==> config.mk <==
export PLATFORM = sky130hd
export DESIGN_NAME = pci_memtarget
export DESIGN_NICKNAME = d
export VERILOG_FILES = /design/src/rtl/pci_memtarget_pkg.sv /design/src/rtl/pci_memtarget_tmo_counter.sv /design/src/rtl/pci_memtarget.sv
export SDC_FILE = /design/constraint.sdc
export NUM_CORES = 1
export LEC_CHECK = 0
export ABC_AREA = 1
export ABC_CLOCK_PERIOD_IN_PS = 3200
export BUFFER_PORTS_ARGS = -buffer_cell sky130_fd_sc_hd__buf_4
export CELL_PAD_IN_SITES_DETAIL_PLACEMENT = 0
export CELL_PAD_IN_SITES_GLOBAL_PLACEMENT = 1
export CORE_ASPECT_RATIO = 0.75
export CORE_MARGIN = 2
export CORE_UTILIZATION = 36
export CTS_CLUSTER_DIAMETER = 60
export CTS_CLUSTER_SIZE = 28
export DETAILED_ROUTE_END_ITERATION = 6
export GPL_TIMING_DRIVEN = 1
export PLACE_DENSITY = 0.87
export REMOVE_ABC_BUFFERS = 1
export SLEW_MARGIN = 10
export SYNTH_ARGS = -nofsm -noshare
export SYNTH_HDL_FRONTEND = slang
export SYNTH_SLANG_ARGS = --single-unit
==> constraint.sdc <==
create_clock -name pci_clk_i -period 3.2 [get_ports pci_clk_i]
set_input_delay 0 -clock pci_clk_i [delete_from_list [all_inputs] [get_ports pci_clk_i]]
set_output_delay 0 -clock pci_clk_i [all_outputs]
set_load 0.05 [all_outputs]
==> src/rtl/pci_memtarget_pkg.sv <==
// Shared PCI command codes, target state encoding and command decode helpers.
package pci_memtarget_pkg;

  localparam logic [3:0] PCI_CFGREAD   = 4'hA;
  localparam logic [3:0] PCI_CFGWRITE  = 4'hB;
  localparam logic [3:0] PCI_MEMREAD   = 4'h6;
  localparam logic [3:0] PCI_MEMWRITE  = 4'h7;
  localparam logic [3:0] PCI_MEMRDMULT = 4'hC;
  localparam logic [3:0] PCI_MEMRDLINE = 4'hE;
  localparam logic [3:0] PCI_MEMWRINV  = 4'hF;

  // Last word of the 4 KB window; a burst is disconnected on it.
  localparam logic [9:0] LAST_WORD = 10'h3FF;

  typedef enum logic [2:0] {
    ST_IDLE,
    ST_RD_REQ,
    ST_WR_WAIT,
    ST_WR_REQ,
    ST_DATA,
    ST_STOP,
    ST_TURN
  } state_t;

  function automatic logic is_mem_cmd(input logic [3:0] cmd);
    return (cmd == PCI_MEMREAD) || (cmd == PCI_MEMRDMULT) || (cmd == PCI_MEMRDLINE) ||
           (cmd == PCI_MEMWRITE) || (cmd == PCI_MEMWRINV);
  endfunction

  function automatic logic is_write_cmd(input logic [3:0] cmd);
    return (cmd == PCI_MEMWRITE) || (cmd == PCI_MEMWRINV);
  endfunction

endpackage

==> src/rtl/pci_memtarget_tmo_counter.sv <==
// Local-latency watchdog: counts edges spent waiting for an acknowledge and
// flags expiry on the edge that reaches TIMEOUT.
module pci_tmo_counter #(
  parameter int TIMEOUT = 16,
  parameter int TCW     = 5
) (
  input  logic clk_i,
  input  logic rst_i,
  input  logic clear_i,
  input  logic run_i,
  output logic expire_o
);

  localparam logic [TCW-1:0] LAST = TCW'(TIMEOUT - 1);

  logic [TCW-1:0] cnt_q;
  logic [TCW-1:0] cnt_d;

  // Expiry is the edge whose count would reach TIMEOUT while still waiting.
  assign expire_o = run_i && (cnt_q == LAST);

  // Next count: clear on a new request, otherwise advance while waiting.
  always_comb begin
    cnt_d = cnt_q;
    if (clear_i) begin
      cnt_d = '0;
    end else if (run_i && (cnt_q != LAST)) begin
      cnt_d = cnt_q + 1'b1;
    end
  end

  // Counter register.
  always_ff @(posedge clk_i) begin
    if (rst_i) begin
      cnt_q <= '0;
    end else begin
      cnt_q <= cnt_d;
    end
  end

endmodule

==> src/rtl/pci_memtarget.sv <==
// PCI memory-space target: claims memory cycles in the configured 4 KB window
// and bridges each data phase onto a local req/ack bus.
module pci_memtarget
  import pci_memtarget_pkg::*;
#(
  parameter int TIMEOUT = 16,
  parameter int TCW     = 5
) (
  input  logic        pci_clk_i,
  input  logic        pci_rst_i,
  input  logic        pci_frame_ni,
  input  logic        pci_irdy_ni,
  output logic        pci_devsel_no,
  output logic        pci_trdy_no,
  output logic        pci_stop_no,
  input  logic [3:0]  pci_cbe_ni,
  input  logic [31:0] pci_ad_i,
  output logic [31:0] pci_ad_o,
  output logic        active_o,
  input  logic        memen_i,
  input  logic [19:0] addr_i,
  output logic        mem_stb_o,
  output logic        mem_we_o,
  output logic [9:0]  mem_adr_o,
  output logic [3:0]  mem_sel_o,
  output logic [31:0] mem_dat_o,
  input  logic [31:0] mem_dat_i,
  input  logic        mem_ack_i
);

  state_t      state_q, state_d;
  logic        devsel_q, devsel_d, trdy_q, trdy_d, stop_q, stop_d;
  logic        active_q, active_d, stb_q, stb_d, we_q, we_d;
  logic [31:0] ad_q, ad_d, dat_q, dat_d;
  logic [9:0]  adr_q, adr_d;
  logic [3:0]  sel_q, sel_d;
  logic        wr_q, wr_d, disc_q, disc_d, frame_prev_q;
  logic        last_word, hit, tmo_expire;

  // Address-phase decode: new FRAME# assertion, memory enabled, window and command match.
  assign hit = !pci_frame_ni && frame_prev_q && memen_i &&
               (pci_ad_i[31:12] == addr_i) && is_mem_cmd(pci_cbe_ni);

  // The current phase must end with STOP#: window end or an unaligned start.
  assign last_word = (adr_q == LAST_WORD) || disc_q;

  pci_tmo_counter #(.TIMEOUT(TIMEOUT), .TCW(TCW)) u_tmo (
    .clk_i    (pci_clk_i),
    .rst_i    (pci_rst_i),
    .clear_i  (stb_d && !stb_q),
    .run_i    (stb_q && !mem_ack_i),
    .expire_o (tmo_expire)
  );

  // Next-state and output decode for the target state machine.
  always_comb begin
    state_d  = state_q;
    devsel_d = devsel_q;
    trdy_d   = trdy_q;
    stop_d   = stop_q;
    active_d = active_q;
    ad_d     = ad_q;
    stb_d    = stb_q;
    we_d     = we_q;
    adr_d    = adr_q;
    sel_d    = sel_q;
    dat_d    = dat_q;
    wr_d     = wr_q;
    disc_d   = disc_q;
    case (state_q)
      ST_IDLE: begin
        if (hit) begin
          adr_d    = pci_ad_i[11:2];
          disc_d   = |pci_ad_i[1:0];
          wr_d     = is_write_cmd(pci_cbe_ni);
          devsel_d = 1'b0;
          if (is_write_cmd(pci_cbe_ni)) begin
            state_d = ST_WR_WAIT;
          end else begin
            state_d = ST_RD_REQ;
            stb_d   = 1'b1;
            we_d    = 1'b0;
            sel_d   = 4'hF;
          end
        end
      end
      ST_RD_REQ: begin
        // Turnaround cycle after the address phase has passed; drive AD from now on.
        active_d = 1'b1;
        if (mem_ack_i) begin
          ad_d    = mem_dat_i;
          stb_d   = 1'b0;
          trdy_d  = 1'b0;
          stop_d  = !last_word;
          state_d = ST_DATA;
        end else if (tmo_expire) begin
          stb_d   = 1'b0;
          stop_d  = 1'b0;
          state_d = ST_STOP;
        end
      end
      ST_WR_WAIT: begin
        if (!pci_irdy_ni) begin
          dat_d   = pci_ad_i;
          sel_d   = ~pci_cbe_ni;
          stb_d   = 1'b1;
          we_d    = 1'b1;
          state_d = ST_WR_REQ;
        end
      end
      ST_WR_REQ: begin
        if (mem_ack_i) begin
          stb_d   = 1'b0;
          trdy_d  = 1'b0;
          stop_d  = !last_word;
          state_d = ST_DATA;
        end else if (tmo_expire) begin
          stb_d   = 1'b0;
          stop_d  = 1'b0;
          state_d = ST_STOP;
        end
      end
      ST_DATA: begin
        if (!pci_irdy_ni) begin
          trdy_d = 1'b1;
          if (pci_frame_ni) begin
            state_d  = ST_TURN;
            devsel_d = 1'b1;
            stop_d   = 1'b1;
            active_d = 1'b0;
          end else if (!stop_q) begin
            state_d = ST_STOP;
          end else begin
            adr_d = adr_q + 1'b1;
            if (wr_q) begin
              state_d = ST_WR_WAIT;
            end else begin
              state_d = ST_RD_REQ;
              stb_d   = 1'b1;
              we_d    = 1'b0;
              sel_d   = 4'hF;
            end
          end
        end
      end
      ST_STOP: begin
        if (pci_frame_ni && pci_irdy_ni) begin
          state_d  = ST_TURN;
          devsel_d = 1'b1;
          trdy_d   = 1'b1;
          stop_d   = 1'b1;
          active_d = 1'b0;
        end
      end
      ST_TURN: state_d = ST_IDLE;
      default: state_d = ST_IDLE;
    endcase
  end

  // State and output registers.
  always_ff @(posedge pci_clk_i) begin
    if (pci_rst_i) begin
      state_q      <= ST_IDLE;
      devsel_q     <= 1'b1;
      trdy_q       <= 1'b1;
      stop_q       <= 1'b1;
      active_q     <= 1'b0;
      ad_q         <= '0;
      stb_q        <= 1'b0;
      we_q         <= 1'b0;
      adr_q        <= '0;
      sel_q        <= '0;
      dat_q        <= '0;
      wr_q         <= 1'b0;
      disc_q       <= 1'b0;
      frame_prev_q <= 1'b1;
    end else begin
      state_q      <= state_d;
      devsel_q     <= devsel_d;
      trdy_q       <= trdy_d;
      stop_q       <= stop_d;
      active_q     <= active_d;
      ad_q         <= ad_d;
      stb_q        <= stb_d;
      we_q         <= we_d;
      adr_q        <= adr_d;
      sel_q        <= sel_d;
      dat_q        <= dat_d;
      wr_q         <= wr_d;
      disc_q       <= disc_d;
      frame_prev_q <= pci_frame_ni;
    end
  end

  assign pci_devsel_no = devsel_q;
  assign pci_trdy_no   = trdy_q;
  assign pci_stop_no   = stop_q;
  assign pci_ad_o      = ad_q;
  assign active_o      = active_q;
  assign mem_stb_o     = stb_q;
  assign mem_we_o      = we_q;
  assign mem_adr_o     = adr_q;
  assign mem_sel_o     = sel_q;
  assign mem_dat_o     = dat_q;

endmodule

==> results_dict.tcl, run 1 <==
set metrics [dict create \
    hpwl_um 9685 \
    antenna_cells 0 \
    cts-resized-gates 0 \
    fin_cells 1074 \
    antenna_left 0 \
    layout-drive-gt1-share 0.2401 \
    fmax_mhz 430.1 \
    switching_share 0.4570 \
    worstMarginPinSlew_ps 977.8 \
    core_area_mm2 0.01222 \
    dieArea_mm2 0.01337 \
    crit_path_end "pci_ad_o[30]" \
    insertion_delay_ps 340 \
    ff2ff_path_depth 8 \
    grt_max_degree 43 \
    critPathMaxStageDelay_ps 490 \
    critical_path.cell_chain "inv_1, nor2_1, inv_1, nor3_4, buf_4, inv_1, nor2_1, nor2_1" \
    synth_edf_count 0 \
    totalPowerFinal_w 0.005181 \
    power_density_mw_per_mm2 748.4 \
    p_seq_frac 0.316 \
    root_buffer "clkbuf_16" \
    ios 178 \
    synth_cell_types 38 \
    syn_area_mm2 0.004482 \
    start_kind "register" \
    period_needed_ps 2325 \
    drc 0 \
    initial_core_util 0.3668 \
    syn_area_per_cell_um2 6.709 \
    p_leak_nw 3.432 \
    cts_setup_buffers 0 \
    worstSetupStartpoint "state_q[0]" \
    nets 1000 \
    skew_ps 8.651 \
    ys_seq_area_frac 0.4243 \
    grt_pass1_vias 4720 \
    netlist_top_cells_area "dfxtp_1, nor2_1, o21ai_0" \
    drv_slew 0 \
    yosys-top-cells-count "nor2_1, nand2_1, inv_1, dfxtp_1, o21ai_0" \
    grt_util_all_layers 0.2099 \
    internal_power_w 0.002813 \
    hold_slack_ps 12.34 \
    cp.required_ps 3430 \
    maxCapViolations 0 \
    path_max_fanout 33 \
    die_width_um 132.8 \
    synthCells 668 \
    rsz0062_at_grt "false" \
    cts_tree "yes" \
    r2r_slack_ps 870 \
    viasPerCell 4.627 \
    cts_sinks 95 \
    cp_num_cells 8 \
    max-slew-margin-rel 0.3474 \
    cts_hold_buf 67 \
    cp_slowest_cell "inv_1" \
    tns_ps 0 \
    crit_type "register to register" \
    grt.overflow.total 0 \
    r2r-end "pci_ad_o[30]" \
    gp_congestion 0.8880 \
    synth_largest_area_cell "dfxtp_1" \
    num_vias 4969 \
    portBuffers 177 \
    combPwrFrac 0.465 \
    p_sw_w 0.002368 \
    grt_first_pass_wirelength_um 22940 \
    dp_cells 991 \
    ys_warn_count 0 \
    drt-total-wl_um 13870 \
    yosysTopAreaCellShare 0.4243 \
    arrival_ps 2560 \
    end_kind "register" \
    antenna_found_initial 0 \
    area_growth_pct 54.47 \
    cts_buffer_depth 2 \
    outcome "complete, no violations" \
    synthFlopType "dfxtp_1" \
    period_share 0.7266 \
    async_flop_share 0 \
    htree_levels 3 \
    synth.most_common_cell "nor2_1" \
    clk_pin_slew_ps 70 \
    row_count 35 \
    drtIter0Drc 231 \
    critPathTopFamily "buffers and inverters" \
    ir_drop_uv 409.7 \
    min_path_type "input pin to register" \
    fp.dieH_um 100.6 \
    ys_ff_latch 95 \
    setup_violations 0 \
    timing_hold_violations_final 0 \
    p_clk_frac 0.219 \
    first_pass_iters 7 \
    wl_per_cell_um 12.91 \
    cts_made_buffers 9 \
    r2r_start "state_q[0]" \
    critPathBufInv 4 \
]
-- power groups by stage --
stage          registers (W)  logic [W]  clock network, W
2_1_floorplan        0.00247   0.000768                 0
3_3_place_gp         0.00165    0.00231                 0
3_5_place_dp         0.00166    0.00234                 0
4_1_cts              0.00164    0.00241           0.00116
5_1_grt              0.00167    0.00261           0.00122
6_report             0.00164    0.00241           0.00113
-- sequential cells by signal, indices dropped and copies added (netlist names), 3 cells and up --
| name | cells |
|---|---|
| state_q | 3 |
| u_tmo.cnt_q | 5 |
| mem_sel_o | 4 |
| pci_ad_o | 32 |
| mem_dat_o | 32 |
| mem_adr_o | 10 |
-- metal layers --
metal | GRT usage | routed length (um) | vias to the layer above
met5 | 0 | 0 | -
met4 | 0.05542 | 154 | 0
met3 | 0.06838 | 1295 | 13
met2 | 0.3344 | 6090 | 199
met1 | 0.2758 | 6326 | 2212
li1 | - | - | 2545
-- per-stage QoR --
step	util	setup WS (ps)	cell area (um2)
after floorplan	-	754.9	4363
after global placement	0.4863	1099	5942
after detailed placement	0.4863	925.4	5942
after CTS	0.5666	911.3	6923
after global routing	0.5666	703.8	6923
final	0.5666	874.9	6923
-- logic make-up (layout without fill, tap and decap cells) --
kind of cell | Yosys count | after routing | synth area share
xor gates and xnor gates | 8 | 8 | 0.01563
muxes | 1 | 1 | 0.002233
DFF | 95 | 95 | 0.4243
adders and majority gates | 3 | 3 | 0.008376
and+or+nand+nor | 285 | 285 | 0.2652
AOI/OAI and AO/OA | 141 | 141 | 0.1656
buffers and inverters | 135 | 375 | 0.1186
-- cells in the final DEF (no fill, tap or decap), types with 9 or more instances in the layout --
master         count
dlygate4sd3_1     67
a21oi_1           47
dfxtp_1           95
inv_1            106
o21ai_0           83
nand2_1          109
buf_4            182
nand3_1            9
nor2_1           140
clkbuf_16          9
-- layout make-up --
| class | instances | area [um2] |
|---|---|---|
| clock buffer | 9 | 225.2 |
| sequential | 95 | 1902 |
| timing repair buffer | 249 | 2037 |
| inverter | 110 | 412.9 |
| fill | 1116 | 5295 |
| multi-input combinational | 438 | 2053 |
| tap | 166 | 207.7 |
| clock inverter | 7 | 85.08 |
-- worst min path at each step --
stage / startpoint / end / slack (ps) / cells after the start
2_1_floorplan: pci_rst_i / mem_we_o / 70 / 1
3_3_place_gp: pci_rst_i / mem_we_o / 200 / 2
3_5_place_dp: pci_rst_i / mem_we_o / 210 / 2
4_1_cts: pci_cbe_ni[2] / mem_sel_o[2] / 3 / 4
5_1_grt: pci_cbe_ni[2] / mem_sel_o[2] / 30 / 4
6_report: pci_cbe_ni[2] / mem_sel_o[2] / 10 / 4
-- worst reg2reg max path, stage by stage (launching register included) --
cell and delay [ps]:
dfxtp_1 430, inv_1 120, nor2_1 250, inv_1 140
nor3_4 120, buf_4 310, inv_1 490, nor2_1 270
nor2_1 80
No activity file was read; power rests on OpenSTA's default activity.
==> run 2: changes to the inputs <==
ABC_AREA = 0   (was 1)
ABC_CLOCK_PERIOD_IN_PS = 2200   (was 3200)
CORE_UTILIZATION = 34   (was 36)
PLACE_DENSITY = 0.81   (was 0.87)
clock period = 2.2 ns   (was 3.2 ns; I/O delays follow)
==> run 2 against run 1 <==
  * Register-to-register slack worse by 720 ps
  * Sequential power increased by 5%
  * Combinational power fell by 85%
  * Clock skew about the same
  * Sequential share of layout area is 0.45 points higher
  * Final area fell by 1.6%
  * Sequential cell count unchanged
  * Die area increased by 1.1%
  * Global-route usage decreased by 0.47 points
  * Total power decreased by 28%
  * Via count decreased by 6.7%
  * Synthesized cell count decreased by 21%
==> results_dict.tcl, run 2 <==
set metrics [dict create \
    r2r-end "state_q[0]" \
    final_cell_mix "buf_4, nand2_1, dfxtp_1" \
    antenna_found_initial 0 \
    p_clk_frac 0.441 \
    internal_power_w 0.002902 \
    routed.top_layer "met4" \
    critical_path.cell_chain "ha_1, and3_1, ha_1, a21o_1, a21oi_1, nor2_1, a211oi_2, nor2_1, a32o_1" \
    worstSetupStartpoint "u_tmo.cnt_q[0]" \
    fmax_mhz 488.7 \
    outcome "complete, no violations" \
    min_path_type "input pin to register" \
    core_area_mm2 0.01231 \
    ys_ff_latch 95 \
    ir_drop_uv 536.0 \
    syn_area_mm2 0.004282 \
    cts_buffer_depth 2 \
    ys_warn_count 0 \
    path_max_fanout 4 \
    die_width_um 133.6 \
    grt_first_pass_wirelength_um 22130 \
    synthFlopType "dfxtp_1" \
    nets 867 \
    min_path_cells 2 \
    timing_hold_violations_final 0 \
    cts_sinks 95 \
    nFillCells 1125 \
    grt_pass1_vias 4390 \
    maxCapViolations 0 \
    worstMarginPinSlew_ps 637.9 \
    critPathBufInv 0 \
    rsz0062_at_grt "false" \
    layout-drive-gt1-share 0.2968 \
    cts_tree "yes" \
    synth_cell_types 59 \
    critPathMaxStageDelay_ps 340 \
    yosysTopAreaCellShare 0.4442 \
    arrival_ps 2270 \
    antenna_cells 0 \
    grt_max_degree 36 \
    hpwl_um 9608 \
    cts_made_buffers 9 \
    row_count 35 \
    synth_largest_area_cell "dfxtp_1" \
    dr_wl_met3_um 779 \
    synth_edf_count 0 \
    dp_cells 856 \
    cts_setup_buffers 0 \
    dieArea_mm2 0.01352 \
    grt_util_all_layers 0.2052 \
    multi_input_area_mm2 0.002226 \
    switching_share 0.2236 \
    wl_met2_um 6588 \
    async_flop_share 0 \
    area_growth_pct 59.06 \
    first_pass_iters 4 \
    p_leak_nw 2.729 \
    p_sw_w 0.0008359 \
    layout_commonest_cell "buf_4" \
    seqCellArea_mm2 0.001902 \
    htree_levels 3 \
    wl_per_cell_um 14.83 \
    period_needed_ps 2046 \
    crit_path_end "state_q[0]" \
    synth.most_common_cell "nand2_1" \
    gp_congestion 0.8731 \
    cp_num_cells 9 \
    ff2ff_path_depth 9 \
    clk_pin_slew_ps 70 \
    cp_slowest_cell "dfxtp_1" \
    drv_slew 0 \
    grt.overflow.total 0 \
    r2r_start "u_tmo.cnt_q[0]" \
    max-slew-margin-rel 0.5747 \
    insertion_delay_ps 340 \
    dp_worst_setup_slack_ps 88.78 \
    combPwrFrac 0.099 \
    ys_seq_area_frac 0.4442 \
    setup_violations 0 \
    fin_cells 941 \
    netlist_top_cells_area "dfxtp_1, nand2_1, a21oi_1" \
    syn_area_per_cell_um2 8.063 \
    fp.dieH_um 101.2 \
    yosys-top-cells-count "nand2_1, dfxtp_1, a21oi_1, clkbuf_1, xnor2_1" \
    p_seq_frac 0.460 \
    end_kind "register" \
    cp.required_ps 2430 \
    power_density_mw_per_mm2 548.9 \
    r2r_slack_ps 150 \
    m1WireLength_um 6377 \
    start_kind "register" \
    drtIter0Drc 204 \
    critPathTopFamily "compound AO/OA/AOI/OAI gates" \
    antenna_left 0 \
    ios 178 \
    initial_core_util 0.3479 \
    synthCells 531 \
    period_share 0.9302 \
    crit_type "register to register" \
    num_vias 4637 \
    drc 0 \
    totalPowerFinal_w 0.003738 \
    skew_ps 8.448 \
    viasPerCell 4.928 \
    portBuffers 177 \
    setup_ws_ps 153.6 \
    drt-total-wl_um 13950 \
    root_buffer "clkbuf_16" \
]
-- run 2: cell count changes in the layout (fill, tap and decap cells not counted), moves of 7 or more --
cell and delta:
o21ai_0 -77, or3_1 +7, inv_1 -102, a21oi_1 +38, buf_4 +11, nor2_1 -127, nor3_1 +8, nand2_1 +34
o21ai_1 +8, xnor2_1 +21
-- run 2: per-layer routing --
metal,track usage,vias to the layer above
li1,-,2319
met1,0.2764,2160
met2,0.3291,140
met3,0.05255,18
met4,0.05892,0
met5,0,-
-- run 2: worst min-delay path by stage --
stage,startpoint,end,slack [ps]
2_1_floorplan,pci_rst_i,disc_q,60
3_3_place_gp,mem_dat_i[23],pci_ad_o[23],250
3_5_place_dp,mem_dat_i[31],pci_ad_o[31],260
4_1_cts,pci_rst_i,wr_q,50
5_1_grt,pci_rst_i,wr_q,60
6_report,pci_rst_i,wr_q,60
-- run 2: cells by family (layout without fill, tap and decap cells) --
| group | after synthesis | after routing | synth area share |
|---|---|---|---|
| AOI/OAI and AO/OA | 140 | 140 | 0.1978 |
| adders and majority gates | 3 | 3 | 0.008768 |
| muxes | 5 | 5 | 0.01169 |
| buffers and inverters | 39 | 283 | 0.03916 |
| xor gates and xnor gates | 24 | 24 | 0.04909 |
| DFF | 95 | 95 | 0.4442 |
| and+or+nand+nor | 225 | 225 | 0.2493 |
-- run 2: power groups by stage --
stage / Clock (W) / Sequential (W) / Combinational (W)
after detailed placement: 0 / 0.00176 / 0.000266
after global placement: 0 / 0.00176 / 0.000262
after floorplan: 0 / 0.00176 / 0.0000688
after CTS: 0.00169 / 0.00172 / 0.000366
after global routing: 0.00177 / 0.00172 / 0.000398
final: 0.00165 / 0.00172 / 0.000370
-- run 2: metrics by stage --
stage,util,hold WS (ps),setup TNS (ps),cell area [um2]
CTS,0.5525,46.75,0,6799
global placement,0.4707,247.8,0,5792
floorplan,-,64.65,-2184,4133
global route,0.5534,60.81,0,6810
detailed placement,0.4707,256.3,0,5792
finish,0.5534,61.04,0,6810
-- run 2: final cells by class --
cell class / count / share of cell area
inverter: 5 / 0.002756
clock inverter: 5 / 0.009370
multi-input combinational: 397 / 0.3268
sequential: 95 / 0.2793
tap: 166 / 0.03050
clock buffer: 11 / 0.03711
timing repair buffer: 262 / 0.3142
-- run 2: repair_timing --
action | 4_1_cts | 5_1_grt
hold buffers | 69 | 0
hold endpoints to repair | 74 | 0
gates resized for setup | 0 | 2
endpoints found under the setup margin | 0 | 4
